### src/rtl/cpu_pkg.sv
// cpu_pkg
// Shared definitions for the CPU slice: the externally visible phase codes
// (also decoded by the CPU top and the debug logic), the sequencer state
// enumeration and the default data/opcode widths.
package cpu_pkg;

    // Phase codes driven on the sequencer 'phase' output.
    localparam logic [1:0] PH_LOAD = 2'b00;
    localparam logic [1:0] PH_EXEC = 2'b01;
    localparam logic [1:0] PH_OUT  = 2'b10;
    localparam logic [1:0] PH_IDLE = 2'b11;

    // Default widths of the operand/result datapath and the ALU opcode.
    localparam int DEF_DATA_W = 4;
    localparam int DEF_OP_W   = 3;

    // Sequencer states. Several states share one phase code; see the
    // phase assignments in cpu_sequencer.
    typedef enum logic [2:0] {
        ST_IDLE,
        ST_LD_A,
        ST_LD_B,
        ST_RD_A,
        ST_RD_B,
        ST_EXEC,
        ST_OUT
    } seq_state_t;

endpackage

### src/rtl/cpu_sequencer.sv
// cpu_sequencer
// Runs one ALU operation at a time: writes operands A and B into the
// two-entry register file, reads them back, drives the clocked ALU and holds
// the result until the consumer takes it.
//
// Ports:
//   clk, rst                   clock, asynchronous active-high reset
//   start, op_in, a_in, b_in   operation request (sampled in IDLE only)
//   busy, phase                status: busy outside IDLE, phase code
//   reg_wr_en, reg_addr,
//   reg_wdata, reg_rdata       register file port (combinational read)
//   alu_en, alu_opcode,
//   alu_a, alu_b, alu_out      clocked ALU port
//   result, result_valid,
//   result_ready               result handshake
module cpu_sequencer
    import cpu_pkg::*;
#(
    parameter int DATA_W  = DEF_DATA_W,
    parameter int OP_W    = DEF_OP_W,
    parameter int ALU_LAT = 1
) (
    input  logic              clk,
    input  logic              rst,
    input  logic              start,
    input  logic [OP_W-1:0]   op_in,
    input  logic [DATA_W-1:0] a_in,
    input  logic [DATA_W-1:0] b_in,
    output logic              busy,
    output logic [1:0]        phase,
    output logic              reg_wr_en,
    output logic              reg_addr,
    output logic [DATA_W-1:0] reg_wdata,
    input  logic [DATA_W-1:0] reg_rdata,
    output logic              alu_en,
    output logic [OP_W-1:0]   alu_opcode,
    output logic [DATA_W-1:0] alu_a,
    output logic [DATA_W-1:0] alu_b,
    input  logic [DATA_W-1:0] alu_out,
    output logic [DATA_W-1:0] result,
    output logic              result_valid,
    input  logic              result_ready
);

    // EXEC lasts ALU_LAT+1 cycles: the counter is loaded with ALU_LAT on
    // entry and the result is captured in the cycle it reads zero.
    localparam int              CNT_W    = $clog2(ALU_LAT + 1);
    localparam logic [CNT_W-1:0] CNT_INIT = CNT_W'(ALU_LAT);

    seq_state_t        state;
    logic [CNT_W-1:0]  exec_cnt;
    logic [OP_W-1:0]   op_lat;
    logic [DATA_W-1:0] a_lat;
    logic [DATA_W-1:0] b_lat;
    logic [DATA_W-1:0] op_a;
    logic [DATA_W-1:0] op_b;

    // Sequencer FSM with the operand, result and status registers. busy and
    // phase are updated together with the state so they never lag it. The
    // request is latched only on acceptance in IDLE, so later changes on the
    // inputs and any start seen while busy leave the operation untouched.
    always_ff @(posedge clk or posedge rst) begin
        if (rst) begin
            state        <= ST_IDLE;
            phase        <= PH_IDLE;
            busy         <= 1'b0;
            exec_cnt     <= '0;
            op_lat       <= '0;
            a_lat        <= '0;
            b_lat        <= '0;
            op_a         <= '0;
            op_b         <= '0;
            result       <= '0;
            result_valid <= 1'b0;
        end else begin
            case (state)
                ST_IDLE: begin
                    if (start) begin
                        op_lat <= op_in;
                        a_lat  <= a_in;
                        b_lat  <= b_in;
                        state  <= ST_LD_A;
                        phase  <= PH_LOAD;
                        busy   <= 1'b1;
                    end
                end
                ST_LD_A: begin
                    state <= ST_LD_B;
                end
                ST_LD_B: begin
                    state <= ST_RD_A;
                    phase <= PH_EXEC;
                end
                ST_RD_A: begin
                    op_a  <= reg_rdata;
                    state <= ST_RD_B;
                end
                ST_RD_B: begin
                    op_b     <= reg_rdata;
                    exec_cnt <= CNT_INIT;
                    state    <= ST_EXEC;
                end
                ST_EXEC: begin
                    if (exec_cnt == '0) begin
                        result       <= alu_out;
                        result_valid <= 1'b1;
                        state        <= ST_OUT;
                        phase        <= PH_OUT;
                    end else begin
                        exec_cnt <= exec_cnt - CNT_W'(1);
                    end
                end
                ST_OUT: begin
                    if (result_ready) begin
                        result_valid <= 1'b0;
                        state        <= ST_IDLE;
                        phase        <= PH_IDLE;
                        busy         <= 1'b0;
                    end
                end
                default: begin
                    result_valid <= 1'b0;
                    state        <= ST_IDLE;
                    phase        <= PH_IDLE;
                    busy         <= 1'b0;
                end
            endcase
        end
    end

    // Register-file and ALU port decode. Every field is a pure function of
    // registered state, so the ports stay at zero outside the states that use
    // them. alu_en fires only while the counter still holds its load value,
    // i.e. the first EXEC cycle, while operands and opcode stay up throughout.
    always_comb begin
        reg_wr_en  = 1'b0;
        reg_addr   = 1'b0;
        reg_wdata  = '0;
        alu_en     = 1'b0;
        alu_opcode = '0;
        alu_a      = '0;
        alu_b      = '0;
        case (state)
            ST_LD_A: begin
                reg_wr_en = 1'b1;
                reg_addr  = 1'b0;
                reg_wdata = a_lat;
            end
            ST_LD_B: begin
                reg_wr_en = 1'b1;
                reg_addr  = 1'b1;
                reg_wdata = b_lat;
            end
            ST_RD_A: begin
                reg_addr = 1'b0;
            end
            ST_RD_B: begin
                reg_addr = 1'b1;
            end
            ST_EXEC: begin
                alu_en     = (exec_cnt == CNT_INIT);
                alu_opcode = op_lat;
                alu_a      = op_a;
                alu_b      = op_b;
            end
            default: begin
            end
        endcase
    end

endmodule
### config.mk
export PLATFORM = sky130hd
export DESIGN_NAME = cpu_sequencer
export DESIGN_NICKNAME = d
export VERILOG_FILES = /design/src/rtl/cpu_pkg.sv /design/src/rtl/cpu_sequencer.sv
export SDC_FILE = /design/constraint.sdc
export NUM_CORES = 1
export LEC_CHECK = 0
export CAP_MARGIN = 0
export CELL_PAD_IN_SITES_DETAIL_PLACEMENT = 0
export CELL_PAD_IN_SITES_GLOBAL_PLACEMENT = 1
export CORE_ASPECT_RATIO = 0.5
export CORE_MARGIN = 5
export CORE_UTILIZATION = 31
export CTS_BUF_LIST = sky130_fd_sc_hd__clkbuf_4 sky130_fd_sc_hd__clkbuf_8 sky130_fd_sc_hd__clkbuf_16
export CTS_CLUSTER_SIZE = 10
export DETAILED_ROUTE_END_ITERATION = 8
export GPL_ROUTABILITY_DRIVEN = 1
export PLACE_DENSITY_LB_ADDON = 0.1
export RECOVER_POWER = 100
export SLEW_MARGIN = 20
export SYNTH_ARGS = -nofsm -noshare
export SYNTH_HDL_FRONTEND = slang
export SYNTH_SLANG_ARGS = --single-unit
export TNS_END_PERCENT = 5
### constraint.sdc
create_clock -name clk -period 1.6 [get_ports clk]
set_clock_uncertainty 0.1 [all_clocks]
set_input_delay 0.24 -clock clk [delete_from_list [all_inputs] [get_ports clk]]
set_output_delay 0.24 -clock clk [all_outputs]
set_load 0.02 [all_outputs]
==> metrics.md, run 1 <==
| Metric | Value |
|---|---|
| Outcome | finished, violations left |
| Violated checks | negative setup slack |
| Seq/Total Area, Yosys | 0.530 |
| Fin. Hold Viols | 0 |
| VDD IR max | 0.874 mV |
| Register area | 782 µm² |
| Leak | 1.02 nW |
| Power per cell area | 1900 mW/mm² |
| Synth area leaders | dfrtp_1, mux2_2, and2_1, dfstp_2, nor2_1 |
| CP top delay family | flip-flops |
| Drt drc | 0 |
| Critical path buffer and inverter count | 2 |
| YS warnings | 0 |
| CP endpoint kind | output pin |
| Initial antenna violation count | 0 |
| Htree depth | 2 |
| Number of max-cap violations | 0 |
| Crit path DAT | 1.39 ns |
| Drt first-iter violations | 34 |
| Layout area overhead | 55.1% |
| Fin crit share | 1.08 |
| IO Count | 49 |
| Final Util | 0.508 |
| Core Rows | 17 |
| Gate Count Post-Synth | 123 |
| Setup violators final | 33 |
| Fillers | 431 |
| Worst path cell trace | nor2b_4 > buf_6 > a22oi_1 > nor2_1 > buf_2 |
| Worst min path class | register to register |
| Clk buf depth | 2 |
| Crit path launch type | register |
| Placer congestion estimate | 0.742 |
| Post-CTS Hold Buffers | 0 |
| Slew at the pin closest to its max-slew limit | 0.765 ns |
| CTS Buf Count | 5 |
| First-pass GRT wire length | 5310 µm |
| Final wirelength | 3360 µm |
| Slowest cell delay on critical path | 0.44 ns |
| Initial cell density of the core | 0.327 |
| Drt pass-1 iters | 4 |
| Distinct cell type count after synthesis | 28 |
| Clock sinks | 31 |
| DRT antenna net count | 0 |
| Number of synthesized register bits | 31 |
| Slowest CP cell | dfrtp_2 |
| Die area | 0.00630 mm² |
| Post-DP HPWL | 2490 µm |
| Setup ws final | -0.125 ns |
| Synth top area share | 0.494 |
| Relative slew slack | 0.490 |
| Clk_lat worst skew | 0.27 ns |
| Synthesized area | 0.00147 mm² |
| Worst EP required | 1.26 ns |
| Area leader, netlist | dfrtp_1 |
| GRT Overall Usage | 0.108 |
| RSZ-0062 raised after global routing | yes |
| CP Class | register to output pin |
| Share of cells above drive strength 1 | 0.500 |
| DR vias | 1,145 |
| # port buffers | 48 |
| Total global routing overflow | 0 |
| Clock-pin slew on the worst setup and hold paths | 0.06 ns |
| DR WL/cell | 13.1 µm |
| Max Slew Vio Count | 0 |
| Multi-input gate area | 704 µm² |
| Fmax | 580 MHz |
| Max FO, Critical Path | 5 |
| Die height | 58.7 µm |
| Core region area | 0.00449 mm² |
| DP Worst Slack | -0.259 ns |
| ANT cells | 0 |
| Syn Area/Cell | 11.9 µm² |
| Largest net degree at the start of global routing | 32 |
| CTS root buffer | clkbuf_8 |
| TritonCTS clock tree | done |
| Post-Syn Nets | 146 |
| Final Total Pwr | 4.32 mW |
| Period minus WS final | 1.73 ns |
| Die width | 107 µm |
| Vias in the first global route | 1,101 |
| Vias/cell | 4.47 |
| Final layout net count | 212 |
==> final cells by class <==
class	instances	area share
Clock inverter	1	0.00220
Sequential cell	31	0.343
Multi-Input combinational cell	81	0.309
Timing Repair Buffer	67	0.267
Clock buffer	7	0.0368
Inverter	3	0.00494
Tap cell	66	0.0362
==> kinds of logic after synthesis <==
kind of cell / Yosys count / share of synthesized area
flops: 31 / 0.530
mux: 24 / 0.184
compound gates: 17 / 0.0699
simple gates: 40 / 0.169
buf+inv: 11 / 0.0477
==> worst min-delay path, delay by kind of cell, from the launching register on <==
family	cells	cell delay, ns
and+or+nand+nor	1	0.05
AOI/OAI and AO/OA	1	0.05
DFF	1	0.37
==> registers in the layout, summed over array words and instances, names as in the netlist <==
register      flops
a_lat             4
b_lat             4
op_a              4
op_b              4
result            4
op_lat            3
state             3
phase             2
busy              1
exec_cnt          1
result_valid      1
==> timing repair <==
action                                  4_1_cts  5_1_grt
gates resized for setup                      82       62
endpoints found under the setup margin       40       43
pin swaps                                     1       12
setup buffers                                 1        0
cloned                                        0        0
==> placed cells by master (no fill, tap or decap), types with 6 or more instances in the layout <==
cell type | Yosys | final
clkdlybuf4s50_1 | 0 | 21
buf_4 | 1 | 16
and2_4 | 0 | 8
dfrtp_1 | 29 | 26
nor2_1 | 9 | 8
a21oi_1 | 6 | 6
buf_6 | 3 | 19
mux2_2 | 24 | 19
==> per-stage QoR <==
step           TNS [ns]  hold slack [ns]  area [µm²]  instances
5_1_grt           -5.02            0.399        2280        256
2_1_floorplan         0            0.242        1470        123
4_1_cts           -3.11            0.201        2150        256
3_5_place_dp      -5.72            0.369        2120        247
3_3_place_gp      -5.73            0.361        2120        247
6_report          -2.59            0.374        2280        256
==> path summary, 6_finish.rpt <==
| path | start | to | slack (ns) | cells past startpoint |
|---|---|---|---|---|
| worst max-delay path | state[0] | reg_wdata[2] | -0.13 | 5 |
| worst min-delay path | phase[1] | phase[1] | 0.37 | 2 |
| worst max register to register | state[0] | a_lat[3] | -0.10 | 5 |
| worst min register to register | phase[1] | phase[1] | 0.37 | 2 |
| max in group asynchronous | rst | state[2] | 0.34 | 3 |
| min in group asynchronous | rst | b_lat[0] | 0.52 | 3 |
==> per-layer routing <==
| layer | track usage | wire length, µm |
|---|---|---|
| met2 | 0.159 | 1470 |
| met5 | 0 | 0 |
| met4 | 0.0270 | 10 |
| met3 | 0.0427 | 215 |
| met1 | 0.151 | 1660 |
==> power by group <==
group          internal, mW  switching, mW
logic                  1.22           1.04
clock network         0.338          0.267
registers              1.20          0.252
total                  2.76           1.56
==> synthesized netlist by cell type <==
library cell	n
and4bb_2	1
buf_6	3
mux2_2	24
a31oi_1	1
dfrtp_1	29
nor2_1	9
nor4b_4	1
clkbuf_1	2
nand2b_1	2
o31ai_1	1
nand2_1	5
buf_2	2
nor3_1	1
dfstp_2	2
and3_1	1
nor2b_1	3
a22oi_1	4
o221ai_1	1
or2_0	1
o21ai_0	4
and2_1	12
nand2b_4	1
or2_1	1
a21oi_1	6
nor4b_1	1
or3_1	1
inv_1	3
buf_4	1
No activity file was read; power rests on OpenSTA's default activity.
==> run 2: changes to the inputs <==
--- a/config.mk
+++ b/config.mk
@@ -11,7 +11,8 @@
 export CORE_ASPECT_RATIO = 0.5
 export CORE_MARGIN = 5
 export CORE_UTILIZATION = 31
-export CTS_BUF_LIST = sky130_fd_sc_hd__clkbuf_4 sky130_fd_sc_hd__clkbuf_8 sky130_fd_sc_hd__clkbuf_16
+export CTS_BUF_LIST = sky130_fd_sc_hd__clkbuf_8 sky130_fd_sc_hd__clkbuf_16
+export CTS_CLUSTER_DIAMETER = 60
 export CTS_CLUSTER_SIZE = 10
 export DETAILED_ROUTE_END_ITERATION = 8
 export GPL_ROUTABILITY_DRIVEN = 1
==> metrics.md, run 2 (synthesized netlist as in run 1, its figures left out) <==
| Metric | Value |
|---|---|
| Final wirelength | 3370 µm |
| Setup ws final | -0.128 ns |
| Post-route cell area | 0.00227 mm² |
| Share of cells above drive strength 1 | 0.489 |
| IO Count | 49 |
| Layout area overhead | 54.9% |
| Fillers | 428 |
| VDD IR max | 0.891 mV |
| Core region area | 0.00449 mm² |
| GRT Overall Usage | 0.108 |
| Die height | 58.7 µm |
| Initial antenna violation count | 0 |
| Worst-case hold slack | 0.375 ns |
| CTS Buf Count | 5 |
| Relative slew slack | 0.494 |
| Slew at the pin closest to its max-slew limit | 0.758 ns |
| Total global routing overflow | 0 |
| Die width | 107 µm |
| ANT cells | 0 |
| RSZ-0062 raised after global routing | yes |
| CP endpoint kind | output pin |
| Crit path DAT | 1.39 ns |
| Commonest non-fill, non-tap cell in the layout | dfrtp_1 |
| Worst EP required | 1.26 ns |
| DR vias | 1,130 |
| TritonCTS clock tree | done |
| Vias/cell | 4.41 |
| Fin crit share | 1.08 |
| Period minus WS final | 1.73 ns |
| Max FO, Critical Path | 5 |
| Vias in the first global route | 1,098 |
| Fin. Hold Viols | 0 |
| Area after DPL | 0.00212 mm² |
| Drt drc | 0 |
| Largest net degree at the start of global routing | 32 |
| # port buffers | 48 |
| Clk buf depth | 2 |
| Fmax | 579 MHz |
| CP Class | register to output pin |
| Clk_lat worst skew | 0.27 ns |
| Power per cell area | 1890 mW/mm² |
| Number of max-cap violations | 0 |
| First-pass GRT wire length | 5280 µm |
| DR WL/cell | 13.2 µm |
| Outcome | finished, violations left |
| Post-DP HPWL | 2490 µm |
| Most frequent cells in the layout | dfrtp_1, clkdlybuf4s50_1, buf_6, mux2_2, buf_4 |
| Core Rows | 17 |
| Max Slew Vio Count | 0 |
| Placer congestion estimate | 0.742 |
| Final Total Pwr | 4.29 mW |
| Clock sinks | 31 |
| Setup violators final | 33 |
| Crit path launch type | register |
| Clock-pin slew on the worst setup and hold paths | 0.06 ns |
| Leak | 1.02 nW |
| Die area | 0.00630 mm² |
| Initial cell density of the core | 0.327 |
| Violated checks | negative setup slack |
| Htree depth | 2 |
| Worst min path class | register to register |
| CTS root buffer | clkbuf_8 |
| Final layout net count | 212 |
| DRT antenna net count | 0 |
| Post-CTS Hold Buffers | 0 |
| Setup TNS | -2.75 ns |
| Drt first-iter violations | 26 |
| Drt pass-1 iters | 4 |
[run 2: path summary, 6_finish.rpt]
check / from / end / slack, ns / cells past startpoint
max reg2reg: state[0] / a_lat[3] / -0.12 / 5
min reg2reg: phase[1] / phase[1] / 0.37 / 2
max: state[0] / reg_wdata[2] / -0.13 / 5
max in group asynchronous: rst / state[0] / 0.35 / 3
min in group asynchronous: rst / b_lat[0] / 0.52 / 3
min: phase[1] / phase[1] / 0.37 / 2
[run 2: worst max-delay path, cell delays in order, from the launching register on]
cell and delay [ns]:
dfrtp_2 0.44, nor2b_4 0.15, buf_6 0.13, a22oi_1 0.18
nor2_1 0.06, buf_2 0.16
[run 2: through the flow]
stage                     setup WS [ns]  utilization  std cells
after floorplan                  0.0513            -        123
after global placement           -0.312        0.473        247
after detailed placement         -0.259        0.473        247
after CTS                        -0.141        0.477        256
after global routing             -0.188        0.507        256
final                            -0.128        0.507        256
[run 2: layout make-up]
type	count	area, µm²	share of cell area
clock buffers	5	68.8	0.0303
clock inverters	3	12.5	0.00550
inverters	3	11.3	0.00495
multi-input cells	81	708	0.311
flip-flops and latches	31	782	0.344
well taps	66	82.6	0.0363
repair buffers	67	609	0.268
[run 2: repair_timing]
action,4_1_cts,5_1_grt
setup endpoints to repair,40,43
endpoints found under the hold margin,0,0
buffers inserted,1,0
pin swaps,1,12
gates resized for setup,82,63
[run 2: routing by layer]
| layer | GRT usage | part of all wire |
|---|---|---|
| met1 | 0.149 | 0.50 |
| met3 | 0.0427 | 0.064 |
| met5 | 0 | 0 |
| met4 | 0.0270 | 0.0030 |
| met2 | 0.158 | 0.43 |
[run 2: where the power goes]
group | internal [mW] | switching, mW
clock | 0.292 | 0.271
sequential | 1.20 | 0.253
combinational | 1.23 | 1.05
total | 2.72 | 1.57
==> run 3: changes to the inputs <==
--- a/config.mk
+++ b/config.mk
@@ -5,7 +5,7 @@
 export SDC_FILE = /design/constraint.sdc
 export NUM_CORES = 1
 export LEC_CHECK = 0
-export CAP_MARGIN = 0
+export CAP_MARGIN = 10
 export CELL_PAD_IN_SITES_DETAIL_PLACEMENT = 0
 export CELL_PAD_IN_SITES_GLOBAL_PLACEMENT = 1
 export CORE_ASPECT_RATIO = 0.5
@@ -18,6 +18,7 @@
 export GPL_ROUTABILITY_DRIVEN = 1
 export PLACE_DENSITY_LB_ADDON = 0.1
 export RECOVER_POWER = 100
+export REMOVE_ABC_BUFFERS = 1
 export SLEW_MARGIN = 20
 export SYNTH_ARGS = -nofsm -noshare
 export SYNTH_HDL_FRONTEND = slang
==> metrics.md, run 3 (synthesized netlist as in run 1, its figures left out) <==
| Metric | Value |
|---|---|
| Outcome | finished, violations left |
| Violated checks | negative setup slack |
| Final Util | 0.519 |
| Cell repeated most along the worst path | buf_6 |
| Area after DPL | 0.00214 mm² |
| Drt drc | 0 |
| CP Class | register to output pin |
| Die width | 107 µm |
| Share of cells above drive strength 1 | 0.513 |
| Die area | 0.00630 mm² |
| DR vias | 1,144 |
| Core Rows | 17 |
| Number of max-cap violations | 0 |
| P_sw | 1.58 mW |
| Total global routing overflow | 0 |
| Worst path cell trace | inv_2 > and3_4 > buf_6 > and2_4 > buf_6 |
| DR WL/cell | 13.2 µm |
| Post-DP HPWL | 2530 µm |
| Vias/cell | 4.38 |
| Power per cell area | 1870 mW/mm² |
| Largest net degree at the start of global routing | 32 |
| Drt pass-1 iters | 4 |
| Clk_lat worst skew | 0.27 ns |
| Final layout net count | 217 |
| Final wirelength | 3440 µm |
| Max Slew Vio Count | 0 |
| Vias in the first global route | 1,188 |
| Commonest non-fill, non-tap cell in the layout | dfrtp_1 |
| Slew at the pin closest to its max-slew limit | 0.762 ns |
| Leak | 1.06 nW |
| CP top delay family | flip-flops |
| Sw Share | 0.365 |
| Crit path DAT | 1.38 ns |
| CP endpoint kind | output pin |
| # port buffers | 48 |
| Logic gate share of total power | 0.536 |
| Flop pwr share | 0.336 |
| Drt first-iter violations | 23 |
| TritonCTS clock tree | done |
| Slowest cell delay on critical path | 0.45 ns |
| VDD IR max | 0.805 mV |
| Setup TNS | -2.69 ns |
| Slowest CP cell | dfrtp_2 |
| Worst min path class | register to register |
| Worst-case hold slack | 0.371 ns |
| Placer congestion estimate | 0.829 |
| Htree depth | 2 |
| Initial cell density of the core | 0.327 |
| CTS Buf Count | 5 |
| Final Total Pwr | 4.34 mW |
| Post-CTS Hold Buffers | 0 |
| Clock-pin slew on the worst setup and hold paths | 0.06 ns |
| ANT cells | 0 |
| Critical path buffer and inverter count | 3 |
| RSZ-0062 raised after global routing | yes |
| First-pass GRT wire length | 5900 µm |
| Setup violators final | 37 |
| Max FO, Critical Path | 5 |
| Core region area | 0.00449 mm² |
| Post-route cell area | 0.00233 mm² |
| Clk buf depth | 2 |
| Clock sinks | 31 |
| GRT Overall Usage | 0.121 |
| Crit path launch type | register |
| Die height | 58.7 µm |
| Relative slew slack | 0.492 |
| Setup ws final | -0.115 ns |
| Fin crit share | 1.07 |
| Fin. Hold Viols | 0 |
| Initial antenna violation count | 0 |
| Period minus WS final | 1.72 ns |
| Internal | 2.76 mW |
| Reg2reg setup slack | -0.09 ns |
| Clock power frac | 0.128 |
| DRT antenna net count | 0 |
| Layout area overhead | 58.4% |
| Most frequent cells in the layout | dfrtp_1, mux2_2, buf_4, clkdlybuf4s50_1, buf_6 |
| CTS root buffer | clkbuf_8 |
| Worst EP required | 1.26 ns |
| IO Count | 49 |
| Fmax | 583 MHz |
[run 3: cell count changes in the layout (fill, tap and decap cells not counted), sizes merged]
cell	before	now
buf	36	41
inv	5	6
clkbuf	11	8
clkinv	1	0
dlymetal6s2s	0	2
dlygate4sd2	3	4
[run 3: tightest hold or removal path, stage by stage (launching register included)]
cell	delay [ns]
dfstp_2	0.37
o31ai_1	0.05
nand2_1	0.05
[run 3: path summary, 6_finish.rpt]
check,end,from,cells past startpoint
worst max-delay path,alu_en,state[1],5
worst min-delay path,phase[1],phase[1],2
worst min register to register,phase[1],phase[1],2
min in group asynchronous,op_lat[0],rst,3
max in group asynchronous,state[0],rst,3
worst max register to register,a_lat[1],state[1],4
[run 3: layer usage]
metal	share of wire	GRT usage	up-vias	routed length, µm
met3	0.060	0.0449	2	206
met1	0.51	0.169	546	1760
met5	0	0	-	0
met2	0.43	0.180	32	1470
li1	-	-	564	-
met4	0.0023	0.0270	0	8
[run 3: final cells by class]
class / count / area, µm²
Fill cell: 424 / 2160
Sequential cell: 31 / 781
Multi-Input combinational cell: 81 / 704
Tap cell: 66 / 82.6
Clock inverter: 3 / 11.3
Inverter: 3 / 11.3
Clock buffer: 5 / 68.8
Timing Repair Buffer: 72 / 668
[run 3: stage by stage]
step	setup slack [ns]	instances
after global placement	-0.311	250
after CTS	-0.138	262
final	-0.115	261
after global routing	-0.184	261
after detailed placement	-0.317	250
after floorplan	-0.196	115
[run 3: power by group through the flow]
| stage | clock network [mW] | logic (mW) | registers, mW |
|---|---|---|---|
| finish | 0.555 | 2.33 | 1.46 |
| global route | 0.627 | 2.53 | 1.52 |
| detailed placement | 0 | 2.20 | 1.43 |
| floorplan | 0 | 0.988 | 1.58 |
| global placement | 0 | 2.20 | 1.42 |
| CTS | 0.585 | 2.27 | 1.44 |
[run 3: what timing repair did]
item | CTS | global route
cloned | 1 | 0
setup endpoints to repair | 41 | 43
gates resized for setup | 121 | 22
pin swaps | 12 | 3
buffers inserted | 3 | 1
